<file path="config.mk">
export PLATFORM = sky130hd
export DESIGN_NAME = sprite_position_latch
export DESIGN_NICKNAME = d
export VERILOG_FILES = /design/src/rtl/sprite_position_latch_pkg.sv /design/src/rtl/sprite_slot.sv /design/src/rtl/sprite_position_latch.sv
export SDC_FILE = /design/constraint.sdc
export NUM_CORES = 1
export LEC_CHECK = 0
export BUFFER_PORTS_ARGS = -buffer_cell sky130_fd_sc_hd__buf_2
export CAP_MARGIN = 0
export CORE_MARGIN = 3
export CORE_UTILIZATION = 53
export CTS_CLUSTER_DIAMETER = 150
export DETAILED_ROUTE_END_ITERATION = 16
export HOLD_SLACK_MARGIN = 0.05
export PLACE_DENSITY = 0.72
export SETUP_SLACK_MARGIN = 0.05
export SLEW_MARGIN = 20
export SYNTH_ARGS = -nofsm -noshare
export SYNTH_HDL_FRONTEND = slang
export SYNTH_HIERARCHICAL = 1
export SYNTH_SLANG_ARGS = --single-unit
</file>
<file path="constraint.sdc">
create_clock -name clk -period 2.3 [get_ports clk]
set_clock_uncertainty 0.05 [all_clocks]
set_input_delay 0.345 -clock clk [delete_from_list [all_inputs] [get_ports clk]]
set_output_delay 0.345 -clock clk [all_outputs]
set_load 0.01 [all_outputs]
</file>
<file path="src/rtl/sprite_position_latch_pkg.sv">
// sprite_position_latch_pkg: I/O window offsets and CTRL bit positions shared with nano8 assembly defines.
package sprite_position_latch_pkg;
  localparam logic [7:0] DEFAULT_BASE_ADDR = 8'h48;
  localparam int CTRL_HOLD_BIT = 7;
  function automatic logic [7:0] x_off(int i);
    return 8'(2 * i);
  endfunction
  function automatic logic [7:0] y_off(int i);
    return 8'(2 * i + 1);
  endfunction
  function automatic logic [7:0] ctrl_off(int n);
    return 8'(2 * n);
  endfunction
  function automatic logic [7:0] status_off(int n);
    return 8'(2 * n + 1);
  endfunction
endpackage

</file>
<file path="src/rtl/sprite_slot.sv">
// sprite_slot: shadow/active position and enable for one sprite, with start comparators.
module sprite_slot (
  input  logic       clk,
  input  logic       reset,
  input  logic       i_wr_x,
  input  logic       i_wr_y,
  input  logic       i_wr_en,
  input  logic [7:0] i_data,
  input  logic       i_en,
  input  logic       i_commit,
  input  logic [8:0] hpos,
  input  logic [8:0] vpos,
  output logic [7:0] o_sh_x,
  output logic [7:0] o_sh_y,
  output logic       o_sh_en,
  output logic       o_vstart,
  output logic       o_hstart
);
  logic [7:0] r_sh_x, r_sh_y, r_x, r_y;
  logic       r_sh_en, r_en;
  // commit copies the pre-write shadow, so a same-cycle write waits for the next vsync
  always_ff @(posedge clk) begin
    if (reset) begin
      r_sh_x  <= '0;
      r_sh_y  <= '0;
      r_sh_en <= 1'b0;
      r_x     <= '0;
      r_y     <= '0;
      r_en    <= 1'b0;
    end else begin
      if (i_wr_x) r_sh_x <= i_data;
      if (i_wr_y) r_sh_y <= i_data;
      if (i_wr_en) r_sh_en <= i_en;
      if (i_commit) begin
        r_x  <= r_sh_x;
        r_y  <= r_sh_y;
        r_en <= r_sh_en;
      end
    end
  end
  assign o_sh_x   = r_sh_x;
  assign o_sh_y   = r_sh_y;
  assign o_sh_en  = r_sh_en;
  assign o_vstart = r_en && ({1'b0, r_y} == vpos);
  assign o_hstart = r_en && ({1'b0, r_x} == hpos);
endmodule

</file>
<file path="src/rtl/sprite_position_latch.sv">
// sprite_position_latch: CPU-mapped double-buffered sprite positions committed on vsync rise.
module sprite_position_latch
  import sprite_position_latch_pkg::*;
#(
  parameter int         NUM_SPRITES  = 4,
  parameter logic [7:0] BASE_ADDR    = DEFAULT_BASE_ADDR,
  parameter int         LOAD_HPOS    = 256,
  parameter int         LOAD_SPACING = 4
) (
  input  logic                   clk,
  input  logic                   reset,
  input  logic [8:0]             hpos,
  input  logic [8:0]             vpos,
  input  logic                   vsync,
  input  logic [7:0]             address_bus,
  input  logic [7:0]             from_cpu,
  input  logic                   write_enable,
  output logic [7:0]             rd_data,
  output logic                   rd_hit,
  output logic [NUM_SPRITES-1:0] vstart,
  output logic [NUM_SPRITES-1:0] hstart,
  output logic [NUM_SPRITES-1:0] load,
  output logic [7:0]             frame_count
);
  localparam logic [7:0] LAST = BASE_ADDR + status_off(NUM_SPRITES);
  logic                   r_vsync_q, r_hold;
  logic [7:0]             r_fc;
  logic [7:0]             w_off, w_rd, w_ctrl;
  logic                   w_wr, w_commit, w_wr_ctrl;
  logic [7:0]             w_sh_x [NUM_SPRITES];
  logic [7:0]             w_sh_y [NUM_SPRITES];
  logic [NUM_SPRITES-1:0] w_sh_en;
  assign w_off     = address_bus - BASE_ADDR;
  assign rd_hit    = (address_bus >= BASE_ADDR) && (address_bus <= LAST);
  assign w_wr      = write_enable && rd_hit;
  assign w_wr_ctrl = w_wr && (w_off == ctrl_off(NUM_SPRITES));
  assign w_commit  = vsync && !r_vsync_q;
  assign w_ctrl    = {r_hold, 7'(w_sh_en)};
  always_ff @(posedge clk) begin
    if (reset) begin
      r_vsync_q <= 1'b0;
      r_hold    <= 1'b0;
      r_fc      <= '0;
    end else begin
      r_vsync_q <= vsync;
      if (w_wr_ctrl) r_hold <= from_cpu[CTRL_HOLD_BIT];
      if (w_commit) r_fc <= r_fc + 8'd1;
    end
  end
  assign frame_count = r_fc;
  for (genvar i = 0; i < NUM_SPRITES; i++) begin : g_slot
    sprite_slot u_slot (
      .clk      (clk),
      .reset    (reset),
      .i_wr_x   (w_wr && (w_off == x_off(i))),
      .i_wr_y   (w_wr && (w_off == y_off(i))),
      .i_wr_en  (w_wr_ctrl),
      .i_data   (from_cpu),
      .i_en     (from_cpu[i]),
      .i_commit (w_commit && !r_hold),
      .hpos     (hpos),
      .vpos     (vpos),
      .o_sh_x   (w_sh_x[i]),
      .o_sh_y   (w_sh_y[i]),
      .o_sh_en  (w_sh_en[i]),
      .o_vstart (vstart[i]),
      .o_hstart (hstart[i])
    );
  end
  always_comb begin
    w_rd = (w_off == ctrl_off(NUM_SPRITES)) ? w_ctrl :
           (w_off == status_off(NUM_SPRITES)) ? r_fc : 8'h00;
    for (int k = 0; k < NUM_SPRITES; k++) begin
      if (w_off == x_off(k)) w_rd = w_sh_x[k];
      if (w_off == y_off(k)) w_rd = w_sh_y[k];
    end
  end
  assign rd_data = rd_hit ? w_rd : 8'h00;
  // evaluated at full int width so targets beyond the 9-bit hpos range never alias
  always_comb begin
    load = '0;
    for (int k = 0; k < NUM_SPRITES; k++)
      load[k] = int'(hpos) == LOAD_HPOS + k * LOAD_SPACING;
  end
endmodule

</file>
==> results of run 1 <==
-- where the power goes --
part / switching [mW] / leakage (nW) / internal, mW
clock network: 1.04 / 0.312 / 1.84
registers: 0.00630 / 1.18 / 2.53
logic: 0.302 / 1.76 / 0.208
total: 1.35 / 3.25 / 4.58
-- cell usage after synthesis, types with 6 or more instances --
cell,n,area (um^2)
nand4_1,8,50.05
o21ai_0,12,60.06
buf_4,8,60.06
buf_2,19,95.09
xnor2_1,67,586.8
nor2_1,161,604.3
nand3_1,13,65.06
mux2i_1,145,1451
dfxtp_1,146,2923
a21oi_1,17,85.08
nor2b_1,6,37.54
nand2b_1,10,62.56
nand2_1,12,45.04
clkbuf_1,10,37.54
nor3_1,20,100.1
inv_1,8,30.03
nand3b_1,9,67.56
-- per-stage QoR --
step           instance area (um^2)  worst slack (ps)    util  TNS, ps
2_1_floorplan                  7137             143.9       -        0
3_3_place_gp                   7819            -44.39  0.6072   -64.69
3_5_place_dp                   7819            -38.93  0.6072   -192.9
4_1_cts                        8588             34.41  0.6670        0
5_1_grt                        8661            -27.14  0.6726   -36.13
6_report                       8661             41.41  0.6726        0
-- logic make-up (layout without fill, tap and decap cells) --
kind of cell,count (synthesis),count (layout),share of synthesized area
simple gates,263,263,0.1743
mux,155,155,0.2273
flops,146,146,0.4100
xor+xnor,72,72,0.08845
buf+inv,55,157,0.04984
compound gates,53,53,0.04669
fa+ha+maj,2,2,0.003509
-- cell type report --
| type | count | share of cell area |
|---|---|---|
| tap | 172 | 0.02485 |
| timing repair buffer | 118 | 0.09882 |
| multi-input combinational | 545 | 0.4623 |
| sequential | 146 | 0.3388 |
| inverter | 8 | 0.003467 |
| clock inverter | 9 | 0.01474 |
| clock buffer | 22 | 0.05706 |
-- metal layers --
layer	vias to the layer above	wire (um)	track usage
li1	2745	-	-
met1	2821	9336	0.3895
met4	0	378	0.08964
met5	-	0	0
met3	28	1192	0.05571
met2	195	9892	0.4651
-- worst max path at each step --
stage | end | slack, ps | cells past startpoint
2_1_floorplan | rd_data[5] | 140 | 6
4_1_cts | rd_data[5] | 30 | 8
5_1_grt | rd_data[3] | -30 | 8
6_report | rd_data[5] | 40 | 8
3_3_place_gp | rd_data[6] | -40 | 9
3_5_place_dp | rd_data[5] | -40 | 8
-- layout by cell type (no fill, tap or decap), types with 8 or more instances in the layout --
cell type,instances
buf_2,61
xnor2_1,66
inv_1,8
nand2_1,12
nor3_1,16
buf_12,8
nand4_1,8
dfxtp_1,141
nor2_1,161
a21oi_1,16
mux2i_1,144
o21ai_0,11
nand2b_1,10
nand3b_1,9
nand3_1,12
buf_4,44
clkbuf_16,17
-- state kept, by name (all words and copies together), names as in the netlist --
| signal | count |
|---|---|
| g_slot.u_slot/o_sh_y | 32 |
| g_slot.u_slot/r_y | 32 |
| r_hold | 1 |
| g_slot.u_slot/o_sh_en | 4 |
| g_slot.u_slot/r_x | 32 |
| frame_count | 8 |
| g_slot.u_slot/r_en | 4 |
| g_slot.u_slot/o_sh_x | 32 |
| r_vsync_q | 1 |
-- timing repair --
| action | in CTS | in global routing |
|---|---|---|
| gates resized for setup | 26 | 14 |
| setup buffers | 3 | 3 |
| pin swaps | 9 | 9 |
| cloned | 0 | 0 |
| setup endpoints to repair | 8 | 8 |
| hold endpoints to repair | 0 | 0 |
-- critical path, stage by stage --
cell	delay [ps]
buf_8	100
nor3_4	200
mux2i_2	250
buf_4	150
nand4_4	100
or3_4	400
a21oi_2	170
buf_2	150
==> impl_metrics.toml, run 1 <==
[sta]
hold_slack_ps = 96.79
worst_slew_pin_slew_ps = 420.8
relSlewSlack = 0.7173
period_share = 0.9820
slew_violations = 0
max_freq_mhz = 442.8
layout_min_cycle_time_ps = 2259
setup_viol = 0
finalHoldViolCount = 0
grt_setup_unrepaired = "yes"

[drt]
vias = 5789
drcViolationCount = 0
drt_wl_total_mm = 20.80
drtPass1Iterations = 5
ant_nets = 0
drt_iter0_drc = 484
vias_per_cell = 5.675
wl_per_cell_um = 20.39

[critical_path]
worstReg2RegEnd = "g_slot[1].u_slot/r_y[3]"
required_ps = 1900
crit_type = "in -> out"
startpoint_type = "input pin"
rrSetupSlack_ps = 730
reg2regPathDepth = 5
rr_startpoint = "r_vsync_q"
crit_fanout = 3
startpoint = "address_bus[4]"
arrival_ps = 1860
cp-end-kind = "output port"

[cts]
numCtsBuffers = 17
cts_hold_buf = 0
clk_latency_ps = 430
clockRootBuffer = "clkbuf_16"
cts_sinks = 146
cts.path.max_buffers = 2
cts_tree = "yes"
htreeDepth = 4
path_clk_slew_ps = 60

[synth]
syn_area_mm2 = 0.007129
ys_ff_latch = 146
syn-num-nets = 786
synth-edff-count = 0
synth-seq-area-share = 0.4100
synthFlopType = "dfxtp_1"
yosysWarnings = 6
synth_cell_types = 49
syn_inst = 746
ys_async_sr_fraction = 0
avgSynthCellArea_um2 = 9.557

[global_routing]
grt_pass1_vias = 5580
overflow = 0
antenna_found_initial = 0
grt_pass1_wl_mm = 32.10
grt_usage = 0.2875
grt_max_degree = 72

[pwr]
power_density_mw_per_mm2 = 684.5
ir_worst_vdd_mv = 0.5868
power_mw = 5.928
p_leak_nw = 3.248

[die]
start_util = 0.5537
core_mm2 = 0.01288
die_h_um = 122.0
dieArea_mm2 = 0.01488
boundaryPins = 67
num_rows = 41
dieWidth_um = 122.0

[place]
io_buffers = 66
gp_congestion = 0.9536
place_inst = 983
hpwl_mm = 15.19

[min_path]
whs_endpoint = "r_vsync_q"
min-delay-start = "vsync"
hp-class = "in -> reg"
hold_depth = 2

[layout]
multi_input_area_mm2 = 0.004004
drive_gt1_frac = 0.2241
seq_area_mm2 = 0.002934
area_growth_pct = 21.48
finalNonFillerCells = 1020
nets = 876
nFillCells = 1028
num_antenna_cells = 0

[flow_run]
drv_cap = 0

[status]
outcome = "complete, no violations"
(Power assumes the default switching activity.)
==> inputs of run 2 (changes only) <==
--- a/config.mk
+++ b/config.mk
@@ -9,2 +9,3 @@
 export CAP_MARGIN = 0
+export CORE_ASPECT_RATIO = 0.5
 export CORE_MARGIN = 3
==> constraint.sdc (replaced) <==
create_clock -name clk -period 2.3 [get_ports clk]
set_clock_uncertainty 0.05 [all_clocks]
set_input_delay 0.115 -clock clk [delete_from_list [all_inputs] [get_ports clk]]
set_output_delay 0.115 -clock clk [all_outputs]
set_load 0.01 [all_outputs]
==> impl_metrics.toml, run 2 (synthesized netlist as in run 1, its figures left out) <==
[sta]
period_share = 0.9133
slew_violations = 0
max_freq_mhz = 476.1
worst_slew_pin_slew_ps = 558.2
setup_viol = 0
relSlewSlack = 0.6271
finalHoldViolCount = 0
grt_setup_unrepaired = "no"
tns_ps = 0
worst_slack_ps = 199.5
layout_min_cycle_time_ps = 2101

[pwr]
ir_worst_vdd_mv = 0.5337
p_leak_nw = 3.069
power_density_mw_per_mm2 = 703.0
power_mw = 5.812
switching_power_mw = 1.459
pwr-share-clk = 0.480
p_int_mw = 4.353
power_frac_comb = 0.082
seq_power_share = 0.437
p_sw_frac = 0.2510

[critical_path]
critPathSlowestCell = "dfxtp_1"
cp-end-kind = "output port"
slowest_delay_ps = 430
required_ps = 2130
startpoint = "r_hold"
rr_startpoint = "r_vsync_q"
startpoint_type = "flop"
crit_chain = "a21oi_1 > o32a_1 > a221oi_1 > o21a_1 > buf_2"
crit_type = "reg -> out"
crit_fanout = 3
arrival_ps = 1940

[cts]
cts.path.max_buffers = 2
cts_sinks = 146
clockRootBuffer = "clkbuf_16"
htreeDepth = 4
clk_latency_ps = 420
path_clk_slew_ps = 60
numCtsBuffers = 17
cts_setup_buffers = 0
cts_tree = "yes"

[layout]
layout_commonest_cell = "nor2_1"
area_growth_pct = 15.95
nFillCells = 1074
drive_gt1_frac = 0.1751
num_antenna_cells = 0
nets = 855
final_cell_mix = "nor2_1 (161), dfxtp_1 (146), mux2i_1 (145)"

[place]
dp_slack_ps = 217.5
gp_congestion = 0.9990
hpwl_mm = 15.82
io_buffers = 66

[drt]
vias_per_cell = 5.775
vias = 5763
drcViolationCount = 0
wl_per_cell_um = 22.16
ant_nets = 0
drtPass1Iterations = 4
drt_wl_total_mm = 22.12
drt_iter0_drc = 587

[die]
die_h_um = 88.01
core_mm2 = 0.01292
start_util = 0.5519
dieWidth_um = 170.0
num_rows = 29
boundaryPins = 67
dieArea_mm2 = 0.01496

[global_routing]
antenna_found_initial = 1
overflow = 0
grt_pass1_wl_mm = 32.82
grt_max_degree = 71
grt_usage = 0.2997
grt_pass1_vias = 5375

[status]
outcome = "complete, no violations"

[flow_run]
drv_cap = 0

[min_path]
hp-class = "in -> reg"
min-delay-start = "reset"
-- run 2: cell types whose count changed in the layout (fill, tap and decap cells not counted), sizes merged --
| cell | delta |
|---|---|
| buf | -21 |
| clkinvlp | +5 |
| clkbuf | -4 |
| clkinv | -4 |
| inv | +4 |
| bufinv | -1 |
| dlygate4sd3 | +1 |
-- run 2: what timing repair did --
item | 4_1_cts | 5_1_grt
hold buffers | 1 | 0
resized for setup | 0 | 0
hold endpoints to repair | 1 | 0
setup endpoints to repair | 0 | 0
-- run 2: power by group through the flow --
stage / Combinational, mW / Clock, mW / Sequential, mW
CTS: 0.471 / 2.82 / 2.54
global placement: 0.467 / 0 / 2.60
floorplan: 0.291 / 0 / 2.60
detailed placement: 0.468 / 0 / 2.60
global route: 0.505 / 2.92 / 2.54
finish: 0.479 / 2.79 / 2.54
-- run 2: final cells by class --
type / instances / area (um^2) / share of cell area
multi-input combinational: 545 / 3865 / 0.4675
sequential: 146 / 2923 / 0.3536
timing repair buffer: 97 / 643.1 / 0.07780
clock buffer: 19 / 442.9 / 0.05358
tap: 170 / 212.7 / 0.02573
clock inverter: 13 / 150.1 / 0.01816
inverter: 8 / 30.03 / 0.003633
-- run 2: worst paths after layout --
| path | cells after the start | slack [ps] | to |
|---|---|---|---|
| hold / removal | 2 | 90 | g_slot[0].u_slot/r_x[4] |
| setup reg to reg | 5 | 550 | g_slot[0].u_slot/r_y[1] |
| setup / recovery | 5 | 200 | rd_data[7] |
| hold reg to reg | 2 | 470 | g_slot[1].u_slot/r_x[0] |
-- run 2: layer usage --
metal	global-route usage	up-vias	share of wire
met5	0	-	0
met4	0.09934	0	0.025
met3	0.06267	43	0.071
met2	0.4275	203	0.41
met1	0.4499	2821	0.49
li1	-	2696	-
-- run 2: worst max-delay path: cells and delay by family (launching register included) --
| kind | cells | cell delay, ps |
|---|---|---|
| AO/OA/AOI/OAI | 4 | 960 |
| buffers and inverters | 1 | 120 |
| flip-flops | 1 | 430 |
-- run 2: per-stage QoR --
step	hold WS, ps	utilization	cell area (um^2)	std cells
floorplan	193.2	-	7129	746
global placement	291.9	0.5933	7664	965
detailed placement	319.6	0.5933	7664	965
CTS	59.52	0.6400	8267	998
global route	77.35	0.6400	8267	998
finish	86.39	0.6400	8267	998
